File: src/rtl/line_pos_ctrl_if.sv
`default_nettype none
// ============================================================================
//  Module      : line_pos_ctrl_if
//  Description : Control/status bundle for one on-screen line or edge position.
//                The master drives the move/load controls; the slave returns
//                the position and its bound/bounce flags.
//  Revision    : 1.0  initial release
// ============================================================================
interface line_pos_ctrl_if #(
  parameter int WIDTH = 16
);
  logic             tick;
  logic             up;
  logic             dw;
  logic             ld;
  logic [WIDTH-1:0] ld_val;
  logic             mode;
  logic [WIDTH-1:0] pos;
  logic             dir;
  logic             at_max;
  logic             at_min;
  logic             bounce;

  modport master (
    output tick, up, dw, ld, ld_val, mode,
    input  pos, dir, at_max, at_min, bounce
  );

  modport slave (
    input  tick, up, dw, ld, ld_val, mode,
    output pos, dir, at_max, at_min, bounce
  );
endinterface
`default_nettype wire

File: src/rtl/line_pos_ctrl.sv
`default_nettype none
// ============================================================================
//  Module      : line_pos_ctrl
//  Description : Position register for one line/edge of the on-screen cube.
//                Steps between MIN_POS and MAX_POS once per tick, either under
//                up/dw button control (MANUAL) or autonomously (BOUNCE).
//                Loadable from switches; clamps at both bounds.
//  Revision    : 1.0  initial release
// ============================================================================
module line_pos_ctrl #(
  parameter int WIDTH     = 16,
  parameter int MIN_POS   = 18,
  parameter int MAX_POS   = 487,
  parameter int STEP      = 1,
  parameter int RESET_POS = 18
) (
  input  wire             clk,
  input  wire             reset,
  line_pos_ctrl_if.slave  bus
);

  // Bounds as WIDTH-bit constants; MIN_POS+STEP never exceeds MAX_POS so it fits.
  localparam logic [WIDTH-1:0] C_MIN       = WIDTH'(MIN_POS);
  localparam logic [WIDTH-1:0] C_MAX       = WIDTH'(MAX_POS);
  localparam logic [WIDTH-1:0] C_STEP      = WIDTH'(STEP);
  localparam logic [WIDTH-1:0] C_RESET     = WIDTH'(RESET_POS);
  localparam logic [WIDTH-1:0] C_DEC_FLOOR = WIDTH'(MIN_POS + STEP);

  // Reject illegal parameter sets at elaboration time.
  if (MIN_POS < 0 || MIN_POS > RESET_POS || RESET_POS > MAX_POS) begin : g_bad_reset_pos
    $error("line_pos_ctrl: need MIN_POS <= RESET_POS <= MAX_POS");
  end
  if (WIDTH < 1 || WIDTH > 31 || longint'(MAX_POS) >= (longint'(1) << WIDTH)) begin : g_bad_width
    $error("line_pos_ctrl: MAX_POS must fit in WIDTH bits (WIDTH 1..31)");
  end
  if (STEP < 1 || STEP > (MAX_POS - MIN_POS)) begin : g_bad_step
    $error("line_pos_ctrl: need 1 <= STEP <= MAX_POS-MIN_POS");
  end
  if ($bits(bus.pos) != WIDTH) begin : g_bad_bus_width
    $error("line_pos_ctrl: interface WIDTH does not match module WIDTH");
  end

  logic [WIDTH-1:0] pos_q, pos_d;
  logic             dir_q, dir_d;
  logic             bounce_q, bounce_d;

  // Increment is formed one bit wider so it cannot wrap before the bound test.
  logic [WIDTH:0]   w_sum;
  logic [WIDTH-1:0] w_diff;
  logic             w_inc_hits_max;
  logic             w_dec_hits_min;
  logic [WIDTH-1:0] w_inc_sat;
  logic [WIDTH-1:0] w_dec_sat;
  logic [WIDTH-1:0] w_ld_clamped;

  assign w_sum          = {1'b0, pos_q} + {1'b0, C_STEP};
  // Only used when pos_q > MIN_POS+STEP, so the subtraction never underflows.
  assign w_diff         = pos_q - C_STEP;
  assign w_inc_hits_max = (w_sum >= {1'b0, C_MAX});
  // pos-STEP <= MIN  <=>  pos <= MIN+STEP, avoiding a negative intermediate.
  assign w_dec_hits_min = (pos_q <= C_DEC_FLOOR);
  assign w_inc_sat      = w_inc_hits_max ? C_MAX : w_sum[WIDTH-1:0];
  assign w_dec_sat      = w_dec_hits_min ? C_MIN : w_diff;
  assign w_ld_clamped   = (bus.ld_val < C_MIN) ? C_MIN :
                          (bus.ld_val > C_MAX) ? C_MAX : bus.ld_val;

  // Next-state selection: load beats tick-move, which beats hold.
  always_comb begin
    pos_d    = pos_q;
    dir_d    = dir_q;
    bounce_d = 1'b0;
    if (bus.ld) begin
      pos_d = w_ld_clamped;
    end else if (bus.tick) begin
      if (!bus.mode) begin
        if (bus.up && !bus.dw) begin
          pos_d = w_inc_sat;
          dir_d = 1'b0;
        end else if (bus.dw && !bus.up) begin
          pos_d = w_dec_sat;
          dir_d = 1'b1;
        end
      end else if (!dir_q) begin
        if (w_inc_hits_max) begin
          pos_d    = C_MAX;
          dir_d    = 1'b1;
          bounce_d = 1'b1;
        end else begin
          pos_d = w_sum[WIDTH-1:0];
        end
      end else begin
        if (w_dec_hits_min) begin
          pos_d    = C_MIN;
          dir_d    = 1'b0;
          bounce_d = 1'b1;
        end else begin
          pos_d = w_diff;
        end
      end
    end
  end

  // State registers with immediate (asynchronous) reset.
  always_ff @(posedge clk or posedge reset) begin
    if (reset) begin
      pos_q    <= C_RESET;
      dir_q    <= 1'b0;
      bounce_q <= 1'b0;
    end else begin
      pos_q    <= pos_d;
      dir_q    <= dir_d;
      bounce_q <= bounce_d;
    end
  end

  assign bus.pos    = pos_q;
  assign bus.dir    = dir_q;
  assign bus.bounce = bounce_q;
  assign bus.at_max = (pos_q == C_MAX);
  assign bus.at_min = (pos_q == C_MIN);

endmodule
`default_nettype wire
File: src/flat_wrapper.sv
// flat-port wrapper written by rule: the top's interface ports become plain ports
module line_pos_ctrl_flat 
#(
  parameter int WIDTH     = 16,
  parameter int MIN_POS   = 18,
  parameter int MAX_POS   = 487,
  parameter int STEP      = 1,
  parameter int RESET_POS = 18
)
  (clk, reset, bus_tick, bus_up, bus_dw, bus_ld, bus_ld_val, bus_mode, bus_pos, bus_dir, bus_at_max, bus_at_min, bus_bounce);
  line_pos_ctrl_if #(.WIDTH(WIDTH)) bus_i ();
  input  wire clk;
  input  wire reset;
  input wire logic [$bits(bus_i.tick)-1:0] bus_tick;
  input wire logic [$bits(bus_i.up)-1:0] bus_up;
  input wire logic [$bits(bus_i.dw)-1:0] bus_dw;
  input wire logic [$bits(bus_i.ld)-1:0] bus_ld;
  input wire logic [$bits(bus_i.ld_val)-1:0] bus_ld_val;
  input wire logic [$bits(bus_i.mode)-1:0] bus_mode;
  output wire logic [$bits(bus_i.pos)-1:0] bus_pos;
  output wire logic [$bits(bus_i.dir)-1:0] bus_dir;
  output wire logic [$bits(bus_i.at_max)-1:0] bus_at_max;
  output wire logic [$bits(bus_i.at_min)-1:0] bus_at_min;
  output wire logic [$bits(bus_i.bounce)-1:0] bus_bounce;
  assign bus_i.tick = bus_tick;
  assign bus_i.up = bus_up;
  assign bus_i.dw = bus_dw;
  assign bus_i.ld = bus_ld;
  assign bus_i.ld_val = bus_ld_val;
  assign bus_i.mode = bus_mode;
  assign bus_pos = bus_i.pos;
  assign bus_dir = bus_i.dir;
  assign bus_at_max = bus_i.at_max;
  assign bus_at_min = bus_i.at_min;
  assign bus_bounce = bus_i.bounce;
  line_pos_ctrl #(.WIDTH(WIDTH), .MIN_POS(MIN_POS), .MAX_POS(MAX_POS), .STEP(STEP), .RESET_POS(RESET_POS)) u_core (.clk(clk), .reset(reset), .bus(bus_i));
endmodule
File: config.mk
export PLATFORM = sky130hd
export DESIGN_NAME = line_pos_ctrl_flat
export DESIGN_NICKNAME = d
export VERILOG_FILES = /design/src/rtl/line_pos_ctrl_if.sv /design/src/rtl/line_pos_ctrl.sv /design/src/flat_wrapper.sv
export SDC_FILE = /design/constraint.sdc
export NUM_CORES = 1
export LEC_CHECK = 0
export BUFFER_PORTS_ARGS = -buffer_cell sky130_fd_sc_hd__buf_4
export CAP_MARGIN = 20
export CORE_MARGIN = 8
export CORE_UTILIZATION = 32
export CTS_BUF_LIST = sky130_fd_sc_hd__clkbuf_4 sky130_fd_sc_hd__clkbuf_8
export CTS_CLUSTER_DIAMETER = 120
export DETAILED_ROUTE_END_ITERATION = 6
export GPL_TIMING_DRIVEN = 1
export RECOVER_POWER = 100
export SLEW_MARGIN = 5
export SYNTH_ARGS = -nofsm -noshare
export SYNTH_HDL_FRONTEND = slang
export SYNTH_SLANG_ARGS = --single-unit
File: constraint.sdc
create_clock -name clk -period 3.4 [get_ports clk]
set_input_delay 0.51 -clock clk [delete_from_list [all_inputs] [get_ports clk]]
set_output_delay 0.51 -clock clk [all_outputs]
set_load 0.01 [all_outputs]
-- Word level (Yosys, flattened, before mapping)
Index checks and enable logic that the tools add are counted.
- flip-flop bits (word level): 18
- bits of input ports: 23
- reductions and logical operators: 9
- equal/unequal tests: 2
- bitwise logic cells: 1
- muxes and demuxes: 21
- order comparisons: 4
- $add $sub $neg: 2
- operator list (operator ; count):
    16-bit two-way mux ; 10
    16-bit by 1-bit adder with 17-bit output, second input constant ; 1
    17-bit by 9-bit >= comparator with 1-bit output, second input constant ; 1
    16-bit by 5-bit == test with 1-bit output, second input constant ; 1
    16-bit by 9-bit == test with 1-bit output, second input constant ; 1
    16-bit by 9-bit > comparator with 1-bit output, second input constant ; 1
    16-bit by 5-bit <= comparator with 1-bit output, second input constant ; 1
    16-bit by 5-bit < comparator with 1-bit output, second input constant ; 1
    16-bit by 1-bit subtractor with 16-bit output, second input constant ; 1
    1-bit two-way mux ; 11
    4-bit nonzero test ; 1
    3-bit AND reduction ; 1
    3-bit nonzero test ; 1
    1-bit logical AND ; 2
    1-bit logical NOT ; 2
    2-bit AND reduction ; 1
    2-bit nonzero test ; 1
    1-bit NOT ; 1

-- Longest topological paths before layout
Gate-level depths: netlist (run 1).
- depth after elaboration: 7
- gate-level depth with buffers: 9
- mapped depth without buffers: 8

-- Least setup slack after synthesis (run 1)
OpenSTA, ideal clock, no wires.
- path kind: reg-to-reg
- from: register u_core.pos_q[1] (netlist: u_core.bus.pos[1])
- to: register u_core.pos_q[6] (netlist: u_core.bus.pos[6])
- data arrival time: 2.496 ns
- setup time: 0.145 ns
- path buffers: 1
- cell stages (with the launch flop): 9
- path slack: 0.759 ns
- required time: 3.255 ns
- cells stage by stage: dfstp_2 buf_2 nand4_1 nor4b_1 mux2_2 o21ai_0 nand3_2 o311ai_0 o211ai_1
- longest elaborated chain between the ends: 7
- elaborated cells on any way between the ends: 12
- classes of those cells: add/sub (2); order compare (2); mux (8)
- RTL lines (item ; line ; text):
    start, declared ; line_pos_ctrl.sv:43 ; logic [WIDTH-1:0] pos_q, pos_d;
    start signal, assigned ; line_pos_ctrl.sv:110 ; pos_q <= pos_d;
    16-bit by 1-bit adder with 17-bit output (tied with other cells) ; line_pos_ctrl.sv:56 ; assign w_sum = {1'b0, pos_q} + {1'b0, C_STEP};
    17-bit by 9-bit >= comparator with 1-bit output or 16-bit two-way mux (tied branches) ; line_pos_ctrl.sv:59, line_pos_ctrl.sv:63, line_pos_ctrl.sv:92 ;
    16-bit two-way mux (on tied branches) ; line_pos_ctrl.sv:62, line_pos_ctrl.sv:84, line_pos_ctrl.sv:79 ;
    16-bit two-way mux (on tied branches) ; line_pos_ctrl.sv:76, line_pos_ctrl.sv:83 ;
    16-bit two-way mux * ; line_pos_ctrl.sv:75 ; if (!bus.mode) begin
    16-bit two-way mux * ; line_pos_ctrl.sv:74 ; end else if (bus.tick) begin
    16-bit two-way mux * ; line_pos_ctrl.sv:72 ; if (bus.ld) begin
Every way passes the cells marked *; elsewhere a longest branch is shown, timed or not. The select of a mux whose other input is x is not followed.
A chain may end at the register's enable or synchronous reset.

-- Worst setup path in the final report (run 1)
Same ends and word-level chain as after synthesis.

==> flow_metrics.env, run 1 <==
export IMPL_drtIter0Drc=189
export IMPL_grt_start_max_net_pins=19
export IMPL_cts_max_path_buffers=2
export IMPL_synth_distinct_cells=57
export IMPL_required_ps=3520
export IMPL_start_kind="flop"
export IMPL_fin_crit_ps=3100
export IMPL_grt_pass1_vias=1936
export IMPL_cts_max_level=1
export IMPL_multi_input_area_sq_um=1310
export IMPL_synthesis_nets=292
export IMPL_wire_per_inst_um=15.9
export IMPL_viasPerCell=5.71
export IMPL_fin_cells=370
export IMPL_die_area_sq_um=8710
export IMPL_coreArea_sq_um=5850
export IMPL_postSynthCellCount=263
export IMPL_hold_violations=0
export IMPL_initial_utilization=0.327
export IMPL_drive_gt1_frac=0.136
export IMPL_maxSlewHeadroom=0.422
export IMPL_n_antenna_cell=0
export IMPL_cts_hold_buf=0
export IMPL_setup_violations=0
export IMPL_met3RoutedLength_um=299
export IMPL_hold_ws_ps=374
export IMPL_p_leak_uw=0.000915
export IMPL_io_pins=43
export IMPL_vias=2113
export IMPL_yosysWarnings=0
export IMPL_synth_area_leaders="dfrtp_1 (21%), o21ai_0 (7.1%), nand2_1 (5.7%), nor2_1 (4.7%), ha_1 (3.9%)"
export IMPL_status="completed"
export IMPL_fp_dieH_um=93.3
export IMPL_fin_nets=325
export IMPL_cp_max_fo=13
export IMPL_cts_sinks=18
export IMPL_dieWidth_um=93.3
export IMPL_fillers=603
export IMPL_hold_path_class="in -> async"
export IMPL_synth_top_area_frac=0.209
export IMPL_synthFlopType="dfrtp_1"
export IMPL_synth_edf_count=0
export IMPL_final_max_slew_viol_count=0
export IMPL_skew_ps=2.08
export IMPL_path_cells="ha_1 > nand4_1 > nor3_1 > mux2i_1 > nor4_1 > nand3_2 > o311ai_0 > o211ai_1"
export IMPL_area_growth_pct=16.2
export IMPL_clk_latency_ps=260
export IMPL_netlist_area_sq_um=1910
export IMPL_ys_seq_area_frac=0.237
export IMPL_antenna_found_initial=0
export IMPL_drt_met1_wl_um=2880
export IMPL_syn_area_per_cell_sq_um=7.27
export IMPL_ant_nets=0
export IMPL_grt_ovfl_total=0
export IMPL_wirelength_um=5880
export IMPL_tritoncts="built"
export IMPL_seqCellArea_sq_um=453
export IMPL_period_share=0.913
export IMPL_place_ws_ps=359
export IMPL_synth_area_leader_cell="dfrtp_1"
export IMPL_worstPathArrival_ps=3230
export IMPL_cts_resized=0
export IMPL_root_buffer="clkbuf_8"
export IMPL_worstMarginPinSlew_ps=863
export IMPL_max_stage_delay_ps=650
export IMPL_top_layer="met4"
export IMPL_reg2reg_depth=8
export IMPL_fin_ws_ps=296
export IMPL_track_usage=0.133
export IMPL_end_kind="flop"
export IMPL_place_gp_congestion=0.847
export IMPL_ys_ff_latch=18
export IMPL_timing_fmax_mhz=322
export IMPL_dr_wl_met2_um=2630
export IMPL_dp_hpwl_um=4450
export IMPL_port_buffers=42
export IMPL_tns_ps=0
export IMPL_maxCapViolations=0
export IMPL_clkTransAtPathRegs_ps=80
export IMPL_grt_pass1_wl_um=9730
export IMPL_async_flop_share=1.00
export IMPL_core_rowCount=28
export IMPL_slowest_stage="dfstp_2"
export IMPL_powerDensity_nw_per_um2=315
export IMPL_dpl_cell_count=366
export IMPL_path_class="reg -> reg"
export IMPL_cts_buffers=3
export IMPL_peakVddDrop_mv=0.153
export IMPL_rsz0062_at_grt="no"
export IMPL_remaining_drc_errors=0
export IMPL_dr_pass1_iters=4
export IMPL_postCtsSetupRepairBufs=0
## sequential cells by signal, summed over array words and instances, names as in the netlist
name / cells
u_core.bus.dir: 1
u_core.bus.pos: 16
u_core.bus.bounce: 1
## logic make-up after synthesis
| logic type | count (synthesis) | share of synthesized area |
|---|---|---|
| compound gates | 75 | 0.258 |
| xor+xnor | 8 | 0.0366 |
| fa+ha+maj | 6 | 0.0392 |
| buf+inv | 27 | 0.0641 |
| flops | 18 | 0.237 |
| mux | 3 | 0.0164 |
| simple gates | 126 | 0.349 |
## area by class of cell
cell class,instances,area share
clock buffer,4,0.0248
inverter,8,0.0135
multi-input combinational,218,0.589
sequential,18,0.204
tap,75,0.0422
timing repair buffer,47,0.127
## critical path: cells and delay by family, from the launching register on
family	cells	cell delay, ps
adders and majority gates	1	370
DFF	1	650
and+or+nand+nor	4	1300
muxes	1	110
AOI/OAI and AO/OA	2	540
## metrics by stage
step                area, sq um  utilization  power [uW]
detailed placement         2270        0.388         532
CTS                        2320        0.397         713
global placement           2270        0.388         531
floorplan                  1910            -         433
global route               2220        0.380         746
finish                     2220        0.380         700
## per-layer routing
metal / global-route usage / up-vias
li1: - / 1044
met1: 0.191 / 995
met2: 0.206 / 68
met3: 0.0112 / 6
met4: 0.0362 / 0
met5: 0 / -
## synth_stat cells (8+ instances only)
| cell type | number |
|---|---|
| nor4_1 | 12 |
| buf_2 | 8 |
| o21ai_0 | 27 |
| inv_1 | 8 |
| nand3_1 | 13 |
| dfrtp_1 | 16 |
| nor2_1 | 24 |
| nor3_1 | 8 |
| nand2_1 | 29 |
| a21oi_1 | 10 |
| clkbuf_1 | 8 |
## report_power, final
part           total, uW  switching, uW  internal, uW
registers            263           31.5           231
logic                254            157          96.8
clock network        183           79.8           103
total                700            269           431
## final timing paths
kind	startpoint	to	slack (ps)
max	u_core.bus.pos[1]	u_core.bus.pos[6]	300
min	reset	u_core.bus.pos[13]	370
max reg2reg	u_core.bus.pos[1]	u_core.bus.pos[6]	300
min reg2reg	u_core.bus.pos[15]	u_core.bus.pos[15]	640
max in group asynchronous	reset	u_core.bus.pos[8]	2560
min in group clk	bus_mode	u_core.bus.bounce	510
## placed cells by master, fill, tap and decap left out, types with 5 or more instances in the layout
cell      count
buf_4        27
o31ai_1       5
nor3_1        8
and3_1        6
nor4_1       12
inv_1         8
nand4_1       6
clkbuf_1     19
nand3_1      13
o21ai_0      27
nor2_1       25
nand2_1      29
a21oi_1      10
ha_1          6
dfrtp_1      16
Note: power is estimated with default switching activity, not from simulation.
==> inputs of run 2 (changes only) <==
--- a/config.mk
+++ b/config.mk
@@ -7,7 +7,6 @@
 export LEC_CHECK = 0
 export BUFFER_PORTS_ARGS = -buffer_cell sky130_fd_sc_hd__buf_4
 export CAP_MARGIN = 20
-export CORE_MARGIN = 8
 export CORE_UTILIZATION = 32
 export CTS_BUF_LIST = sky130_fd_sc_hd__clkbuf_4 sky130_fd_sc_hd__clkbuf_8
 export CTS_CLUSTER_DIAMETER = 120
==> constraint.sdc (replaced) <==
create_clock -name clk -period 3.9 [get_ports clk]
set_input_delay 0.585 -clock clk [delete_from_list [all_inputs] [get_ports clk]]
set_output_delay 0.585 -clock clk [all_outputs]
set_load 0.01 [all_outputs]
==> run 2 against run 1 <==
- via count decreased by 1.5%
- register-to-register slack better by 310 ps
- power is 14% lower
- global-route usage rose by 5.8 points
- clock skew rose by 0.83 ps
- core utilization grew 0.87 points
- sequential share of layout area rose by 0.28 points
- flip-flop and latch count stayed put
- sequential power shrank 6%
- worst setup slack improved by 310 ps
- largest cell class unchanged
- highest routed layer unchanged
==> flow_metrics.env, run 2 (synthesized netlist as in run 1, its figures left out) <==
export IMPL_ant_nets=0
export IMPL_area_growth_pct=14.6
export IMPL_wire_per_inst_um=15.2
export IMPL_period_share=0.846
export IMPL_cts_max_path_buffers=2
export IMPL_hold_violations=0
export IMPL_remaining_drc_errors=0
export IMPL_maxSlewHeadroom=0.434
export IMPL_layout_commonest_cell="nand2_1"
export IMPL_p_seq_frac=0.408
export IMPL_dp_hpwl_um=4090
export IMPL_combPwrFrac=0.326
export IMPL_power_internal_uw=369
export IMPL_place_gp_congestion=0.845
export IMPL_io_pins=43
export IMPL_start_kind="flop"
export IMPL_fillers=617
export IMPL_initial_utilization=0.339
export IMPL_fp_dieH_um=79.3
export IMPL_layout_common_cells="nand2_1 (29), o21ai_0 (27), nor2_1 (25)"
export IMPL_drive_gt1_frac=0.124
export IMPL_viasPerCell=5.73
export IMPL_wirelength_um=5510
export IMPL_p_clk_frac=0.266
export IMPL_rr_endpoint="u_core.bus.pos[6]"
export IMPL_coreArea_sq_um=5640
export IMPL_postPlaceCellArea_sq_um=2230
export IMPL_rsz0062_at_grt="no"
export IMPL_seqCellArea_sq_um=453
export IMPL_status="completed"
export IMPL_grt_start_max_net_pins=19
export IMPL_setup_violations=0
export IMPL_path_cells="ha_1 > nand4_1 > nor3_1 > mux2i_1 > nor4_1 > nand3_2 > o311ai_0 > o211ai_1"
export IMPL_port_buffers=42
export IMPL_end_kind="flop"
export IMPL_slowest_stage="dfstp_1"
export IMPL_final_max_slew_viol_count=0
export IMPL_worstMarginPinSlew_ps=845
export IMPL_worstPathArrival_ps=3420
export IMPL_clk_latency_ps=260
export IMPL_grt_pass1_vias=1937
export IMPL_postCtsSetupRepairBufs=0
export IMPL_rrSetupSlack_ps=600
export IMPL_cts_max_level=1
export IMPL_max_stage_delay_ps=770
export IMPL_timing_fmax_mhz=303
export IMPL_required_ps=4020
export IMPL_skew_ps=2.91
export IMPL_die_area_sq_um=6290
export IMPL_dieWidth_um=79.3
export IMPL_cts_resized=0
export IMPL_grt_ovfl_total=0
export IMPL_switching_share=0.387
export IMPL_regMostFlops="u_core.bus.pos"
export IMPL_path_class="reg -> reg"
export IMPL_root_buffer="clkbuf_8"
export IMPL_powerDensity_nw_per_um2=275
export IMPL_hold_ws_ps=454
export IMPL_r2r_start="u_core.bus.pos[1]"
export IMPL_p_switching_uw=233
export IMPL_cp_max_fo=13
export IMPL_multi_input_area_sq_um=1310
export IMPL_final_area_sq_um=2190
export IMPL_grt_pass1_wl_um=9570
export IMPL_n_antenna_cell=0
export IMPL_track_usage=0.191
export IMPL_reg2reg_depth=8
export IMPL_tns_ps=0
export IMPL_place_ws_ps=767
export IMPL_fin_crit_ps=3300
export IMPL_cts_buffers=3
export IMPL_largest_register_ffs=16
export IMPL_drtIter0Drc=151
export IMPL_fin_nets=321
export IMPL_antenna_found_initial=0
export IMPL_fin_ws_ps=602
export IMPL_dr_pass1_iters=4
export IMPL_core_rowCount=27
export IMPL_tritoncts="built"
export IMPL_cts_hold_buf=0
export IMPL_hold_path_class="in -> async"
export IMPL_cts_sinks=18
export IMPL_peakVddDrop_mv=0.0909
export IMPL_maxCapViolations=0
export IMPL_vias=2081
export IMPL_p_leak_uw=0.000900
export IMPL_clkTransAtPathRegs_ps=80
==> run 2: cell count changes in the layout (fill, tap and decap cells not counted), sizes merged <==
cell,previous run,this run
buf,27,24
clkbuf,24,23
==> run 2: layer usage <==
layer	GRT usage	up-vias	wire [um]
met5	0	-	0
met4	0.0491	0	61
met3	0.00920	5	351
met2	0.294	73	2390
met1	0.287	967	2700
li1	-	1036	-
==> run 2: critical path: cells and delay by family (launching register included) <==
kind	cells	cell delay, ps
muxes	1	100
DFF	1	770
and+or+nand+nor	4	1270
AOI/OAI and AO/OA	2	570
adders and majority gates	1	440
==> run 2: cell type report <==
type                       instances  share of cell area
multi-input combinational        218               0.597
sequential                        18               0.207
timing repair buffer              43               0.116
tap                               72              0.0411
clock buffer                       4              0.0251
inverter                           8              0.0137
==> run 2: worst max-delay path by stage <==
stage / startpoint / cells after the start / slack, ps / to
global route: u_core.bus.pos[1] / 8 / 300 / u_core.bus.pos[6]
CTS: u_core.bus.pos[1] / 8 / 750 / u_core.bus.pos[6]
global placement: u_core.bus.pos[1] / 8 / 970 / u_core.bus.pos[6]
detailed placement: u_core.bus.pos[1] / 8 / 770 / u_core.bus.pos[6]
floorplan: u_core.bus.pos[1] / 8 / 1260 / u_core.bus.pos[6]
finish: u_core.bus.pos[1] / 8 / 600 / u_core.bus.pos[6]
==> run 2: power by group through the flow <==
stage | clock network [uW] | logic, uW | registers, uW
6_report | 160 | 196 | 246
5_1_grt | 167 | 222 | 252
4_1_cts | 162 | 205 | 246
3_5_place_dp | 0 | 204 | 250
3_3_place_gp | 0 | 204 | 250
2_1_floorplan | 0 | 151 | 226
==> run 2: stage by stage <==
step | utilization | power (uW) | std cells
after detailed placement | 0.396 | 454 | 359
final | 0.389 | 602 | 363
after global routing | 0.389 | 641 | 363
after floorplan | - | 377 | 263
after global placement | 0.396 | 454 | 359
after CTS | 0.406 | 614 | 363
==> inputs of run 3 (changes only) <==
==> constraint.sdc (replaced) <==
create_clock -name clk -period 2.75 [get_ports clk]
set_input_delay 0.4125 -clock clk [delete_from_list [all_inputs] [get_ports clk]]
set_output_delay 0.4125 -clock clk [all_outputs]
set_load 0.01 [all_outputs]
==> run 3 against run 2 <==
- final cell count is 6.9% higher
- core utilization rose by 4.9 points
- global-route usage is 0.88 points higher
==> flow_metrics.env, run 3 (synthesized netlist as in run 1, its figures left out) <==
export IMPL_powerDensity_nw_per_um2=377
export IMPL_clkTransAtPathRegs_ps=80
export IMPL_maxCapViolations=0
export IMPL_largest_register_ffs=16
export IMPL_cts_sinks=18
export IMPL_drive_gt1_frac=0.253
export IMPL_grt_ovfl_total=0
export IMPL_coreArea_sq_um=5640
export IMPL_cp_max_fo=15
export IMPL_die_area_sq_um=6290
export IMPL_fillers=562
export IMPL_seqCellArea_sq_um=453
export IMPL_postPlaceCellArea_sq_um=2410
export IMPL_place_gp_congestion=0.889
export IMPL_fp_dieH_um=79.3
export IMPL_worstPathArrival_ps=2770
export IMPL_path_class="reg -> reg"
export IMPL_core_rowCount=27
export IMPL_hold_ws_ps=268
export IMPL_dr_pass1_iters=5
export IMPL_final_max_slew_viol_count=0
export IMPL_vias=2220
export IMPL_wirelength_um=5940
export IMPL_remaining_drc_errors=0
export IMPL_p_leak_uw=0.00108
export IMPL_peakVddDrop_mv=0.197
export IMPL_worstMarginPinSlew_ps=747
export IMPL_period_share=0.953
export IMPL_initial_utilization=0.339
export IMPL_dieWidth_um=79.3
export IMPL_rrSetupSlack_ps=130
export IMPL_root_buffer="clkbuf_8"
export IMPL_dp_hpwl_um=4560
export IMPL_hold_violations=0
export IMPL_fin_nets=346
export IMPL_grt_pass1_wl_um=9720
export IMPL_layout_commonest_cell="buf_4"
export IMPL_crit_start="u_core.bus.pos[4]"
export IMPL_clk_latency_ps=270
export IMPL_io_pins=43
export IMPL_end_kind="flop"
export IMPL_cts_hold_buf=0
export IMPL_grt_start_max_net_pins=19
export IMPL_fin_ws_ps=128
export IMPL_setup_violations=0
export IMPL_final_area_sq_um=2470
export IMPL_timing_fmax_mhz=381
export IMPL_cts_buffers=3
export IMPL_antenna_found_initial=0
export IMPL_track_usage=0.200
export IMPL_start_kind="flop"
export IMPL_hold_path_class="in -> async"
export IMPL_port_buffers=42
export IMPL_layout_common_cells="buf_4 (58), nand2_1 (29), o21ai_0 (26)"
export IMPL_tritoncts="built"
export IMPL_cts_max_level=1
export IMPL_grt_pass1_vias=1970
export IMPL_drtIter0Drc=238
export IMPL_place_ws_ps=84.4
export IMPL_multi_input_area_sq_um=1370
export IMPL_skew_ps=8.74
export IMPL_fin_crit_ps=2620
export IMPL_cts_max_path_buffers=2
export IMPL_status="completed"
export IMPL_viasPerCell=5.72
export IMPL_ant_nets=0
export IMPL_regMostFlops="u_core.bus.pos"
export IMPL_r2r_start="u_core.bus.pos[4]"
export IMPL_wire_per_inst_um=15.3
export IMPL_n_antenna_cell=0
export IMPL_area_growth_pct=29.2
export IMPL_maxSlewHeadroom=0.502
export IMPL_required_ps=2900
run 3: cell types whose count changed in the layout (fill, tap and decap cells not counted), moves of 2 or more:
cell      change
dfstp_1       -2
dfstp_2       +2
or4_1         -2
or4_4         +2
clkbuf_1     -10
buf_4        +34
run 3: path summary, 6_finish.rpt:
kind,endpoint,cells after the start
min,u_core.bus.pos[7],2
min in group clk,u_core.bus.bounce,3
max in group asynchronous,u_core.bus.pos[14],2
max,u_core.bus.pos[7],10
max reg2reg,u_core.bus.pos[7],10
min reg2reg,u_core.bus.pos[12],2
run 3: worst max-delay path, stage by stage, from the launching register on:
cell and delay, ps:
dfstp_2 530, buf_4 180, nand4_1 260, nor3_2 200, mux2i_1 110, nor4_2 320
buf_4 170, nand3_2 110, buf_4 180, o311ai_0 310, nand3_1 110
run 3: per-stage QoR:
stage | instances | TNS [ps] | total power (uW) | utilization
floorplan | 263 | 0 | 535 | -
global placement | 382 | 0 | 693 | 0.426
detailed placement | 382 | 0 | 693 | 0.426
CTS | 386 | 0 | 925 | 0.436
global route | 388 | -19.1 | 984 | 0.438
finish | 388 | 0 | 932 | 0.438
run 3: where the power goes:
group / internal (uW) / switching, uW
clock network: 128 / 107
logic: 162 / 227
registers: 286 / 20.9
run 3: layer usage:
layer,track usage,vias up,share of wire
li1,-,1084,-
met1,0.282,1033,0.47
met2,0.325,98,0.45
met3,0.0161,5,0.074
met4,0.0527,0,0.011
met5,0,-,0
run 3: final cells by class:
type	instances	area share
Inverter	8	0.0122
Timing Repair Buffer	68	0.193
Clock buffer	4	0.0223
Tap cell	72	0.0365
Sequential cell	18	0.183
Multi-Input combinational cell	218	0.552
run 3: what timing repair did:
| action | 4_1_cts | 5_1_grt |
|---|---|---|
| endpoints found under the setup margin | 0 | 8 |
| resized for setup | 0 | 7 |
| setup buffers | 0 | 2 |
